File: config.mk
export PLATFORM = sky130hd
export DESIGN_NAME = traffic_light_monitor
export DESIGN_NICKNAME = d
export VERILOG_FILES = /design/src/rtl/traffic_light_monitor.sv
export SDC_FILE = /design/constraint.sdc
export NUM_CORES = 1
export LEC_CHECK = 0
export ABC_CLOCK_PERIOD_IN_PS = 3850
export CAP_MARGIN = 10
export CORE_ASPECT_RATIO = 0.8
export CORE_MARGIN = 2
export CORE_UTILIZATION = 60
export CTS_BUF_LIST = sky130_fd_sc_hd__clkbuf_16
export CTS_CLUSTER_DIAMETER = 80
export CTS_CLUSTER_SIZE = 14
export DETAILED_ROUTE_END_ITERATION = 12
export GPL_TIMING_DRIVEN = 1
export PLACE_DENSITY = 0.92
export SLEW_MARGIN = 30
export SYNTH_ARGS = -nofsm -noshare
export SYNTH_HDL_FRONTEND = slang
export SYNTH_SLANG_ARGS = --single-unit
File: constraint.sdc
create_clock -name clock -period 3.85 [get_ports clock]
set_input_delay 0.5775 -clock clock [delete_from_list [all_inputs] [get_ports clock]]
set_output_delay 0.5775 -clock clock [all_outputs]
set_load 0.05 [all_outputs]
File: src/rtl/traffic_light_monitor.sv
// rtl/traffic_light_monitor.sv - traffic lamp protocol monitor: phase decode, blink/length checks, mode detect
module traffic_light_monitor (
  input  logic       clock,
  input  logic       reset,
  input  logic       red,
  input  logic       amber,
  input  logic       green,
  output logic [1:0] phase,
  output logic       phase_done,
  output logic [9:0] phase_len,
  output logic       mode,
  output logic       mode_valid,
  output logic       err_pulse,
  output logic [3:0] err_status
);

  localparam logic [1:0] S_SYNC  = 2'd0;
  localparam logic [1:0] S_RED   = 2'd1;
  localparam logic [1:0] S_GREEN = 2'd2;
  localparam logic [1:0] S_AMBER = 2'd3;

  logic       r_red, r_amber, r_green;
  logic       r_red_d, r_amber_d, r_green_d;
  logic [1:0] r_state;
  logic       r_checked;
  logic [9:0] r_cnt;
  logic [1:0] r_low_cnt;
  logic [9:0] r_low1, r_low2;
  logic [9:0] r_red_len;
  logic       r_red_ok;
  logic       r_phase_done;
  logic [9:0] r_phase_len;
  logic       r_mode, r_mode_valid, r_err_pulse;
  logic [3:0] r_err_status;

  logic [2:0] w_lamps, w_prev, w_rise;
  logic       w_multi, w_dbl_low, w_single_rise;
  logic [1:0] w_rise_state, w_next_state;
  logic       w_active_on;
  logic [9:0] w_cnt_inc;
  logic       w_blink_bad, w_len_bad, w_close_err;

  assign w_lamps       = {r_green, r_amber, r_red};
  assign w_prev        = {r_green_d, r_amber_d, r_red_d};
  assign w_rise        = w_lamps & ~w_prev;
  assign w_multi       = (r_red & r_amber) | (r_red & r_green) | (r_amber & r_green);
  assign w_dbl_low     = (w_lamps == 3'b000) && (w_prev == 3'b000);
  assign w_single_rise = !w_multi && (w_rise != 3'b000) && (w_lamps == w_rise);
  assign w_cnt_inc     = (r_cnt == 10'd1023) ? 10'd1023 : r_cnt + 10'd1;

  always_comb begin
    w_rise_state = S_SYNC;
    if (w_rise[0])      w_rise_state = S_RED;
    else if (w_rise[1]) w_rise_state = S_AMBER;
    else if (w_rise[2]) w_rise_state = S_GREEN;
  end

  always_comb begin
    w_next_state = S_SYNC;
    w_active_on  = 1'b0;
    case (r_state)
      S_RED:   begin w_next_state = S_GREEN; w_active_on = r_red;   end
      S_GREEN: begin w_next_state = S_AMBER; w_active_on = r_green; end
      S_AMBER: begin w_next_state = S_RED;   w_active_on = r_amber; end
      default: begin w_next_state = S_SYNC;  w_active_on = 1'b0;    end
    endcase
  end

  // At close r_cnt holds L: the active lamp must have been low exactly at L-2 and L.
  assign w_blink_bad = !((r_low_cnt == 2'd2) && (r_low1 == r_cnt - 10'd2) && (r_low2 == r_cnt));
  assign w_len_bad   = (r_cnt == 10'd1023) ||
                       ((r_state == S_AMBER) ? (r_cnt != 10'd30)
                                             : ((r_cnt != 10'd350) && (r_cnt != 10'd200)));
  assign w_close_err = r_checked && (w_blink_bad || w_len_bad);

  always_ff @(posedge clock or posedge reset) begin
    if (reset) begin
      r_red     <= 1'b0;
      r_amber   <= 1'b0;
      r_green   <= 1'b0;
      r_red_d   <= 1'b0;
      r_amber_d <= 1'b0;
      r_green_d <= 1'b0;
    end else begin
      r_red     <= red;
      r_amber   <= amber;
      r_green   <= green;
      r_red_d   <= r_red;
      r_amber_d <= r_amber;
      r_green_d <= r_green;
    end
  end

  always_ff @(posedge clock or posedge reset) begin
    if (reset) begin
      r_state      <= S_SYNC;
      r_checked    <= 1'b0;
      r_cnt        <= 10'd0;
      r_low_cnt    <= 2'd0;
      r_low1       <= 10'd0;
      r_low2       <= 10'd0;
      r_red_len    <= 10'd0;
      r_red_ok     <= 1'b0;
      r_phase_done <= 1'b0;
      r_phase_len  <= 10'd0;
      r_mode       <= 1'b0;
      r_mode_valid <= 1'b0;
      r_err_pulse  <= 1'b0;
      r_err_status <= 4'd0;
    end else begin
      r_phase_done <= 1'b0;
      r_err_pulse  <= 1'b0;
      if (r_state == S_SYNC) begin
        if (w_single_rise) begin
          r_state   <= w_rise_state;
          r_checked <= 1'b0;
          r_cnt     <= 10'd1;
          r_low_cnt <= 2'd0;
        end
      end else if (w_multi || w_dbl_low) begin
        r_err_status[1] <= r_err_status[1] | w_multi;
        r_err_status[2] <= r_err_status[2] | (w_dbl_low & !w_multi);
        r_err_pulse     <= 1'b1;
        r_mode_valid    <= 1'b0;
        r_state         <= S_SYNC;
        r_cnt           <= 10'd0;
        r_low_cnt       <= 2'd0;
      end else if (w_single_rise && (w_rise_state == w_next_state)) begin
        if (w_close_err) begin
          r_err_status[2] <= r_err_status[2] | w_blink_bad;
          r_err_status[3] <= r_err_status[3] | w_len_bad;
          r_err_pulse     <= 1'b1;
          r_mode_valid    <= 1'b0;
        end else if (r_checked) begin
          r_phase_done <= 1'b1;
          r_phase_len  <= r_cnt;
          if (r_state == S_GREEN) begin
            if (r_red_ok && (r_red_len == r_cnt)) begin
              r_mode       <= (r_cnt == 10'd200);
              r_mode_valid <= 1'b1;
            end else begin
              r_mode_valid <= 1'b0;
            end
          end
        end
        if (r_state == S_RED) begin
          r_red_ok  <= r_checked && !w_close_err;
          r_red_len <= r_cnt;
        end
        r_state   <= w_next_state;
        r_checked <= 1'b1;
        r_cnt     <= 10'd1;
        r_low_cnt <= 2'd0;
      end else if (w_single_rise && (w_rise_state != r_state)) begin
        r_err_status[0] <= 1'b1;
        r_err_pulse     <= 1'b1;
        r_mode_valid    <= 1'b0;
        r_state         <= w_rise_state;
        r_checked       <= 1'b0;
        r_cnt           <= 10'd1;
        r_low_cnt       <= 2'd0;
      end else begin
        r_cnt <= w_cnt_inc;
        if (!w_active_on) begin
          if (r_low_cnt == 2'd0) r_low1 <= w_cnt_inc;
          if (r_low_cnt == 2'd1) r_low2 <= w_cnt_inc;
          if (r_low_cnt != 2'd3) r_low_cnt <= r_low_cnt + 2'd1;
        end
      end
    end
  end

  assign phase      = r_state;
  assign phase_done = r_phase_done;
  assign phase_len  = r_phase_len;
  assign mode       = r_mode;
  assign mode_valid = r_mode_valid;
  assign err_pulse  = r_err_pulse;
  assign err_status = r_err_status;

endmodule

==> results of run 1 <==
[worst max-delay path, cell delays in order, from the launching register on]
cell and delay, ps:
dfrtp_1 640, inv_1 150, ha_1 280, nor3b_2 180, xnor2_1 180, or4b_4 570
a211oi_4 380, nand3_4 270, mux2_4 370
[sequential cells by signal, indices dropped and copies added (netlist names), 2 cells and up]
name,flops
phase_len,10
r_cnt,10
r_low1,10
r_low2,10
r_red_len,10
err_status,4
phase,2
r_low_cnt,2
[stage by stage]
| step | setup slack (ps) | std cells | power [W] |
|---|---|---|---|
| 2_1_floorplan | 1050 | 371 | 0.00173 |
| 3_3_place_gp | 937 | 461 | 0.00194 |
| 3_5_place_dp | 836 | 461 | 0.00201 |
| 4_1_cts | 789 | 477 | 0.00287 |
| 5_1_grt | 595 | 477 | 0.00300 |
| 6_report | 716 | 477 | 0.00287 |
[worst max-delay path by stage]
| stage | startpoint | end |
|---|---|---|
| finish | r_cnt[2]$_DFFE_PP0P_ | phase_len[0]$_DFFE_PP0P_ |
| global route | r_cnt[1]$_DFFE_PP0P_ | phase_len[0]$_DFFE_PP0P_ |
| CTS | r_cnt[1]$_DFFE_PP0P_ | phase_len[0]$_DFFE_PP0P_ |
| detailed placement | r_cnt[1]$_DFFE_PP0P_ | phase_len[0]$_DFFE_PP0P_ |
| global placement | r_cnt[2]$_DFFE_PP0P_ | phase_len[1]$_DFFE_PP0P_ |
| floorplan | phase[0]$_DFFE_PP0P_ | phase_len[0]$_DFFE_PP0P_ |
[synth_stat cells (3+ instances only)]
cell / number
ha_1: 14
a21o_1: 3
a21oi_1: 8
nand2b_1: 5
and3_1: 4
nand3_1: 7
o2bb2ai_1: 3
mux2_4: 7
nor3_1: 10
o21ai_1: 7
and2_1: 4
nand2_1: 21
mux2i_1: 4
nor2b_1: 4
o21ai_0: 7
mux2_2: 5
mux2_1: 21
nor4_1: 6
inv_1: 18
a41o_1: 4
dfrtp_1: 70
a41oi_1: 4
xnor2_1: 19
o31ai_1: 3
buf_2: 10
nand4_1: 7
clkbuf_1: 8
nor2_1: 15
xor2_1: 18
a22o_1: 7
[cell type report]
type | instances | area share
clock inverter | 7 | 0.0176
timing repair buffer | 27 | 0.0569
tap | 84 | 0.0227
sequential | 70 | 0.379
inverter | 18 | 0.0146
multi-input combinational | 262 | 0.460
clock buffer | 9 | 0.0487
[cells by family after synthesis]
logic type / after synthesis / share of synthesized area
and+or+nand+nor: 109 / 0.170
DFF: 70 / 0.432
AOI/OAI and AO/OA: 65 / 0.124
adders and majority gates: 14 / 0.0432
buffers and inverters: 39 / 0.0429
muxes: 37 / 0.108
xor gates and xnor gates: 37 / 0.0800
[power by group through the flow]
stage | clock network (W) | registers (W) | logic (W)
4_1_cts | 0.000858 | 0.000949 | 0.00106
3_3_place_gp | 0 | 0.000952 | 0.000991
2_1_floorplan | 0 | 0.000993 | 0.000733
5_1_grt | 0.000888 | 0.000966 | 0.00115
6_report | 0.000849 | 0.000953 | 0.00107
3_5_place_dp | 0 | 0.000961 | 0.00105
[metal layers]
layer | vias to the layer above | GRT usage | part of all wire
li1 | 1372 | - | -
met1 | 1517 | 0.363 | 0.42
met2 | 151 | 0.422 | 0.47
met3 | 30 | 0.0883 | 0.081
met4 | 0 | 0.117 | 0.025
met5 | - | 0 | 0
==> metrics.cfg, run 1 <==
[run_status]
status=complete, no violations

[min_path]
hold_start=phase_len[3]$_DFFE_PP0P_
hp-class=reg -> reg
holdPathEnd=phase_len[3]$_DFFE_PP0P_
whs_path_depth=1

[floorplan]
start_util=0.626
dieArea_um2=7430
dieHeight_um=77.5
die_w_um=95.9
core-area_um2=6470
core.rowCount=26
io_pins=25

[global_routing]
grt_pass1_vias=3145
grt-ovfl-total=0
grt_pass1_wl_um=15600
grt.total_usage=0.277
grt_max_degree=34
antenna_found_initial=0

[clock_tree]
cts_tree=yes
cts_resized=0
cts_hold_buffers=0
post_cts.repair.setup_buffers=0
root_buffer=clkbuf_16
clk_pin_slew_ps=50
numClockSinks=70
cts_htree_levels=3
clk_latency_ps=340
cts_made_buffers=9
clockBufferDepth=2

[place]
hpwlAfterDp_um=6830
place_area_um2=4310
port_buffers=24
gp_congestion=0.953

[synth]
ys.flop_type=dfrtp_1
synthCells=371
yosysTopAreaCell=dfrtp_1
async_flop_share=1.00
synth-seq-cells=70
ys_warn_count=0
syn_area_um2=4050
synth_nets=390
synth.area.top_cells=dfrtp_1 (43%), mux2_1 (5.8%), ha_1 (4.3%), xnor2_1 (4.1%), xor2_1 (3.9%)
synth_seq_area_share=0.432
netlist.area_leader.share=0.432
synth_cell_type_count=68
synth.avg_cell_area_um2=10.9
synth_edf_count=0

[critical_path]
end_kind=register
critPathArrivalTime_ps=3350
crit_path_max_fanout=13
r2r_setup_slack_ps=720
r2r-end=phase_len[0]$_DFFE_PP0P_
crit_type=reg -> reg
worstPathRequired_ps=4070
crit_path_start_kind=register
timing.rr.start=r_cnt[2]$_DFFE_PP0P_
reg2reg_depth=8

[pwr]
intPower_w=0.00180
seqPwrFrac=0.332
leakage_nw=2.16
powerDensity_nw_per_um2=622
irDropWorstVdd_uv=377
p_clk_frac=0.295
p_sw_w=0.00107
switching_share=0.373
combPwrFrac=0.373

[sta]
rsz0062_at_grt=no
tightest_slew_ps=702
hold_viol=0
slew_headroom=0.532
setup_viol=0
period_share=0.814
skew_ps=5.15
max_freq_mhz=319
maxSlewViolCount=0
post-route-min-period_ps=3130
hold-worst-slack_ps=459
setup_tns_ps=0

[run]
cap_violations=0

[cells_and_area]
area_growth_pct=14.0
multi_input_area_um2=2130
design_area_um2=4620
diodes=0
fillCellCount=470
fin_nets=407
drive_above_1_share=0.117
final_common_cell=dfrtp_1
post-route-util=0.714
final_cell_mix=dfrtp_1 (70), clkdlybuf4s50_1 (24), mux2_1 (21), nand2_1 (21)
regArea_um2=1750

[route]
viasPerCell=6.44
remaining_drc_errors=0
post_drt_wl_per_cell_um=20.0
ant_nets=0
firstDrtPassIters=5
drt_iter0_drc=339
drt-total-wl_um=9560
vias=3070

Note: power is estimated with default switching activity, not from simulation.
==> inputs of run 2 (changes only) <==
--- a/config.mk
+++ b/config.mk
@@ -5,7 +5,7 @@
 export SDC_FILE = /design/constraint.sdc
 export NUM_CORES = 1
 export LEC_CHECK = 0
-export ABC_CLOCK_PERIOD_IN_PS = 3850
+export ABC_CLOCK_PERIOD_IN_PS = 3000
 export CAP_MARGIN = 10
 export CORE_ASPECT_RATIO = 0.8
 export CORE_MARGIN = 2
==> constraint.sdc (replaced) <==
create_clock -name clock -period 3 [get_ports clock]
set_input_delay 0.45 -clock clock [delete_from_list [all_inputs] [get_ports clock]]
set_output_delay 0.45 -clock clock [all_outputs]
set_load 0.05 [all_outputs]
==> run 2 against run 1 <==
Power increased by 31%. Fmax increased by 8.7%. Critical path depth decreased by 1. Hold slack improved by 22 ps. Critical path type unchanged. Setup slack got worse by 600 ps. Final cell count increased by 2.9%. Routed wire length increased by 3.8%.
==> metrics.cfg, run 2 (synthesized netlist as in run 1, its figures left out) <==
[pwr]
irDropWorstVdd_uv=403  ; +6.8%
total_power_w=0.00375  ; +31%
powerDensity_nw_per_um2=792  ; +27%
leakage_nw=2.24  ; +3.5%

[route]
drt_iter0_drc=344  ; +1.5%
drt-total-wl_um=9920  ; +3.8%
firstDrtPassIters=5  ; unchanged
post_drt_wl_per_cell_um=20.2  ; +0.87%
vias=3197  ; +4.1%
ant_nets=0  ; unchanged
remaining_drc_errors=0  ; unchanged
viasPerCell=6.51  ; +1.2%

[global_routing]
grt.total_usage=0.284  ; +0.00712
antenna_found_initial=0  ; unchanged
grt_pass1_wl_um=15800  ; +1.6%
grt_pass1_vias=3050  ; -3.0%
grt-ovfl-total=0  ; unchanged
grt_max_degree=33  ; -2.9%

[floorplan]
core-area_um2=6470  ; unchanged
die_w_um=95.9  ; unchanged
start_util=0.626  ; unchanged
core.rowCount=26  ; unchanged
dieArea_um2=7430  ; unchanged
dieHeight_um=77.5  ; unchanged
io_pins=25  ; unchanged

[clock_tree]
numClockSinks=70  ; unchanged
cts_tree=yes
cts_hold_buffers=0  ; unchanged
clockBufferDepth=2  ; unchanged
clk_pin_slew_ps=60  ; about the same
post_cts.repair.setup_buffers=0  ; unchanged
root_buffer=clkbuf_16
cts_htree_levels=3  ; unchanged
cts_made_buffers=9  ; unchanged
clk_latency_ps=330  ; about the same
cts_resized=0  ; unchanged

[run_status]
status=complete, no violations

[critical_path]
setup.worst_path.end=phase_len[0]$_DFFE_PP0P_
crit_start=phase[0]$_DFFE_PP0P_
critPathArrivalTime_ps=3100  ; -250 ps
timing.rr.start=phase[0]$_DFFE_PP0P_
worstPathRequired_ps=3210  ; -860 ps
crit_type=reg -> reg
r2r-end=phase_len[0]$_DFFE_PP0P_
crit_path_max_fanout=10  ; -3
crit_path_start_kind=register
r2r_setup_slack_ps=120  ; -600 ps
end_kind=register
reg2reg_depth=7  ; -1

[place]
hpwlAfterDp_um=7090  ; +3.9%
gp_congestion=0.975  ; +2.2%
port_buffers=24  ; unchanged

[sta]
skew_ps=5.57  ; +0.415 ps
setup_tns_ps=0  ; unchanged
maxSlewViolCount=0  ; unchanged
slew_headroom=0.569  ; +0.0369
rsz0062_at_grt=no
hold_viol=0  ; unchanged
tightest_slew_ps=647  ; -54.4 ps
max_freq_mhz=347  ; +8.7%
setup_viol=0  ; unchanged
post-route-min-period_ps=2880  ; -250 ps
period_share=0.961  ; +0.147

[cells_and_area]
area_growth_pct=16.9
post-route-util=0.732  ; +0.0182
fin_nets=421  ; +3.4%
final_common_cell=dfrtp_1
final_cell_mix=dfrtp_1 (70), clkdlybuf4s50_1 (24), mux2_1 (21), nand2_1 (21)
diodes=0  ; unchanged
drive_above_1_share=0.147  ; +0.0304
fillCellCount=442  ; -6.0%

[run]
cap_violations=0  ; unchanged

[min_path]
hp-class=reg -> reg

## run 2: cell types whose count changed in the layout (fill, tap and decap cells not counted), sizes merged
cell and delta:
buf +14
## run 2: critical path, cell delays in order, from the launching register on
cell	delay, ps
dfrtp_1	460
ha_1	310
or3b_4	420
a2111oi_4	420
o21ai_1	170
nor4_2	380
nand3_4	240
mux2_4	350
## run 2: metrics by stage
step	cell area, um2	setup slack [ps]	hold slack, ps	std cells
global route	4740	18.1	514	491
detailed placement	4430	226	458	475
global placement	4430	330	455	475
CTS	4740	174	485	491
floorplan	4050	205	446	371
finish	4740	116	481	491
## run 2: metal layers
layer	share of wire	track usage
met1	0.45	0.409
met2	0.46	0.417
met3	0.081	0.0612
met4	0.017	0.113
met5	0	0
## run 2: worst min-delay path by stage
stage,slack (ps),endpoint,cells after the start,startpoint
floorplan,450,r_green_d$_DFF_PP0_,0,r_green$_DFF_PP0_
global placement,450,err_status[1]$_DFFE_PP0P_,2,err_status[1]$_DFFE_PP0P_
detailed placement,460,err_status[1]$_DFFE_PP0P_,2,err_status[1]$_DFFE_PP0P_
CTS,480,err_status[3]$_DFFE_PP0P_,2,err_status[3]$_DFFE_PP0P_
global route,510,err_status[3]$_DFFE_PP0P_,2,err_status[3]$_DFFE_PP0P_
finish,480,phase_len[3]$_DFFE_PP0P_,1,phase_len[3]$_DFFE_PP0P_
## run 2: power by group
part | internal, W | switching (W)
Clock | 0.000715 | 0.000395
Sequential | 0.00107 | 0.000132
Combinational | 0.000555 | 0.000887
## run 2: final cells by class
cell class / count / area, um2 / area share
clock buffer: 9 / 225 / 0.0475
sequential: 70 / 1750 / 0.370
inverter: 18 / 67.6 / 0.0143
tap: 84 / 105 / 0.0222
timing repair buffer: 41 / 380 / 0.0803
multi-input combinational: 262 / 2130 / 0.449
clock inverter: 7 / 81.3 / 0.0172
==> inputs of run 3 (changes only) <==
--- a/config.mk
+++ b/config.mk
@@ -16,6 +16,7 @@
 export DETAILED_ROUTE_END_ITERATION = 12
 export GPL_TIMING_DRIVEN = 1
 export PLACE_DENSITY = 0.92
+export REMOVE_ABC_BUFFERS = 1
 export SLEW_MARGIN = 30
 export SYNTH_ARGS = -nofsm -noshare
 export SYNTH_HDL_FRONTEND = slang
==> run 3 against run 2 <==
Critical path depth stayed put. Sequential share of layout area grew 0.34 points. Routed wire length fell by 2.6%. Sequential cell count stayed put. Clock skew about the same. Clock power down 8%. Via count is 1.1% lower. Clock-buffer cell count is the same. Critical endpoint is now phase_len[8]$_DFFE_PP0P_.
==> metrics.cfg, run 3 (synthesized netlist as in run 1, its figures left out) <==
[sta]
hold_viol=0  ; unchanged
max_freq_mhz=357  ; +2.9%
slew_headroom=0.555  ; -0.0134
tightest_slew_ps=660  ; +13.2 ps
setup_tns_ps=0  ; unchanged
skew_ps=5.83  ; +0.258 ps
post-route-min-period_ps=2800  ; -82.1 ps
maxSlewViolCount=0  ; unchanged
period_share=0.934  ; -0.0274
rsz0062_at_grt=no
fin_ws_ps=198  ; +82.1 ps
hold-worst-slack_ps=464  ; -17.1 ps
setup_viol=0  ; unchanged

[run_status]
status=complete, no violations

[min_path]
hp-class=reg -> reg

[clock_tree]
clk_latency_ps=330  ; about the same
clk_pin_slew_ps=50  ; about the same
cts_made_buffers=9  ; unchanged
cts_tree=yes
root_buffer=clkbuf_16
numClockSinks=70  ; unchanged
cts_resized=0  ; unchanged
cts_htree_levels=3  ; unchanged
clockBufferDepth=2  ; unchanged
cts_hold_buffers=0  ; unchanged
post_cts.repair.setup_buffers=0  ; unchanged

[cells_and_area]
drive_above_1_share=0.148  ; +0.000363
final_cell_mix=dfrtp_1 (70), clkdlybuf4s50_1 (24), mux2_1 (21), nand2_1 (21)
fillCellCount=433  ; -2.0%
area_growth_pct=15.8
fin_nets=420  ; -0.24%
regArea_um2=1750  ; unchanged
multi_input_area_um2=2130  ; unchanged
final_common_cell=dfrtp_1
diodes=0  ; unchanged

[critical_path]
critPathArrivalTime_ps=3020  ; -80 ps
crit_path_max_fanout=10  ; unchanged
worstPathRequired_ps=3220  ; about the same
crit_slowest_cell=dfrtp_1
r2r_setup_slack_ps=200  ; +80 ps
worstPathCellList=ha_1 > or3b_4 > a2111oi_4 > o21ai_1 > nor4_2 > nand3_4 > mux2_4
max_stage_delay_ps=460  ; about the same
crit_type=reg -> reg
end_kind=register
crit_path_start_kind=register

[global_routing]
grt_max_degree=29  ; -12%
antenna_found_initial=0  ; unchanged
grt_pass1_wl_um=16000  ; +0.87%
busiest_layer=met2
grt-ovfl-total=0  ; unchanged
grt.total_usage=0.283  ; -0.00106
grt_pass1_vias=3102  ; +1.7%
gr-usage-met1=0.385  ; -0.0241
use_met2=0.434  ; +0.0168
met3_usage=0.0864  ; +0.0252

[route]
post_drt_wl_per_cell_um=19.7  ; -2.4%
drt-total-wl_um=9660  ; -2.6%
viasPerCell=6.46  ; -0.86%
firstDrtPassIters=4  ; -1
ant_nets=0  ; unchanged
drt_iter0_drc=342  ; -0.58%
vias=3163  ; -1.1%
remaining_drc_errors=0  ; unchanged

[pwr]
combPwrFrac=0.398  ; +0.014
leakage_nw=2.22  ; -0.84%
seqPwrFrac=0.325  ; +0.005
irDropWorstVdd_uv=509  ; +26%
p_clk_frac=0.277  ; -0.019
intPower_w=0.00227  ; -2.8%
switching_share=0.381  ; +0.00403
powerDensity_nw_per_um2=782  ; -1.3%
p_sw_w=0.00140  ; -1.1%

[floorplan]
start_util=0.626  ; unchanged
core-area_um2=6470  ; unchanged
die_w_um=95.9  ; unchanged
dieArea_um2=7430  ; unchanged
core.rowCount=26  ; unchanged
dieHeight_um=77.5  ; unchanged
io_pins=25  ; unchanged

[place]
pre_cts_ws_ps=280  ; +54.1 ps
hpwlAfterDp_um=7080  ; -0.19%
port_buffers=24  ; unchanged
gp_congestion=0.991  ; +1.7%

[run]
cap_violations=0  ; unchanged

==> run 3: power groups by stage <==
stage               clock [W]  combinational [W]  sequential [W]
finish                0.00102            0.00146         0.00119
detailed placement          0            0.00142         0.00121
CTS                   0.00103            0.00144         0.00119
floorplan                   0           0.000881         0.00131
global placement            0            0.00137         0.00119
global route          0.00107            0.00157         0.00121
==> run 3: worst max-delay path: cells and delay by family (launching register included) <==
kind	cells	cell delay (ps)
AND/OR/NAND/NOR	3	990
flip-flops	1	460
multiplexers	1	360
AO/OA/AOI/OAI	2	550
adder cells (fa/ha/maj)	1	310
==> run 3: final cells by class <==
cell class                 count  area share
clock buffer                   9      0.0480
clock inverter                 7      0.0123
inverter                      18      0.0144
sequential                    70       0.373
timing repair buffer          40      0.0768
tap                           84      0.0224
multi-input combinational    262       0.453
==> run 3: worst paths after layout <==
path,depth (start not counted),end,start
worst max-delay path,7,phase_len[8]$_DFFE_PP0P_,phase[0]$_DFFE_PP0P_
worst min-delay path,1,err_status[0]$_DFFE_PP0P_,err_status[0]$_DFFE_PP0P_
min in group asynchronous,2,phase[0]$_DFFE_PP0P_,reset
worst min register to register,1,err_status[0]$_DFFE_PP0P_,err_status[0]$_DFFE_PP0P_
worst max register to register,7,phase_len[8]$_DFFE_PP0P_,phase[0]$_DFFE_PP0P_
max in group asynchronous,3,r_low2[6]$_DFFE_PP0P_,reset
==> run 3: stage by stage <==
| step | total power [W] | std cells | utilization | instance area [um2] |
|---|---|---|---|---|
| 2_1_floorplan | 0.00219 | 350 | - | 3950 |
| 3_3_place_gp | 0.00257 | 474 | 0.681 | 4410 |
| 3_5_place_dp | 0.00263 | 474 | 0.681 | 4410 |
| 4_1_cts | 0.00366 | 490 | 0.725 | 4690 |
| 5_1_grt | 0.00385 | 490 | 0.725 | 4690 |
| 6_report | 0.00367 | 490 | 0.725 | 4690 |
==> run 3: per-layer routing <==
metal	wire length, um	share of wire	vias to the layer above
li1	-	-	1402
met1	4280	0.44	1586
met2	4420	0.46	151
met3	740	0.077	24
met4	221	0.023	0
met5	0	0	-
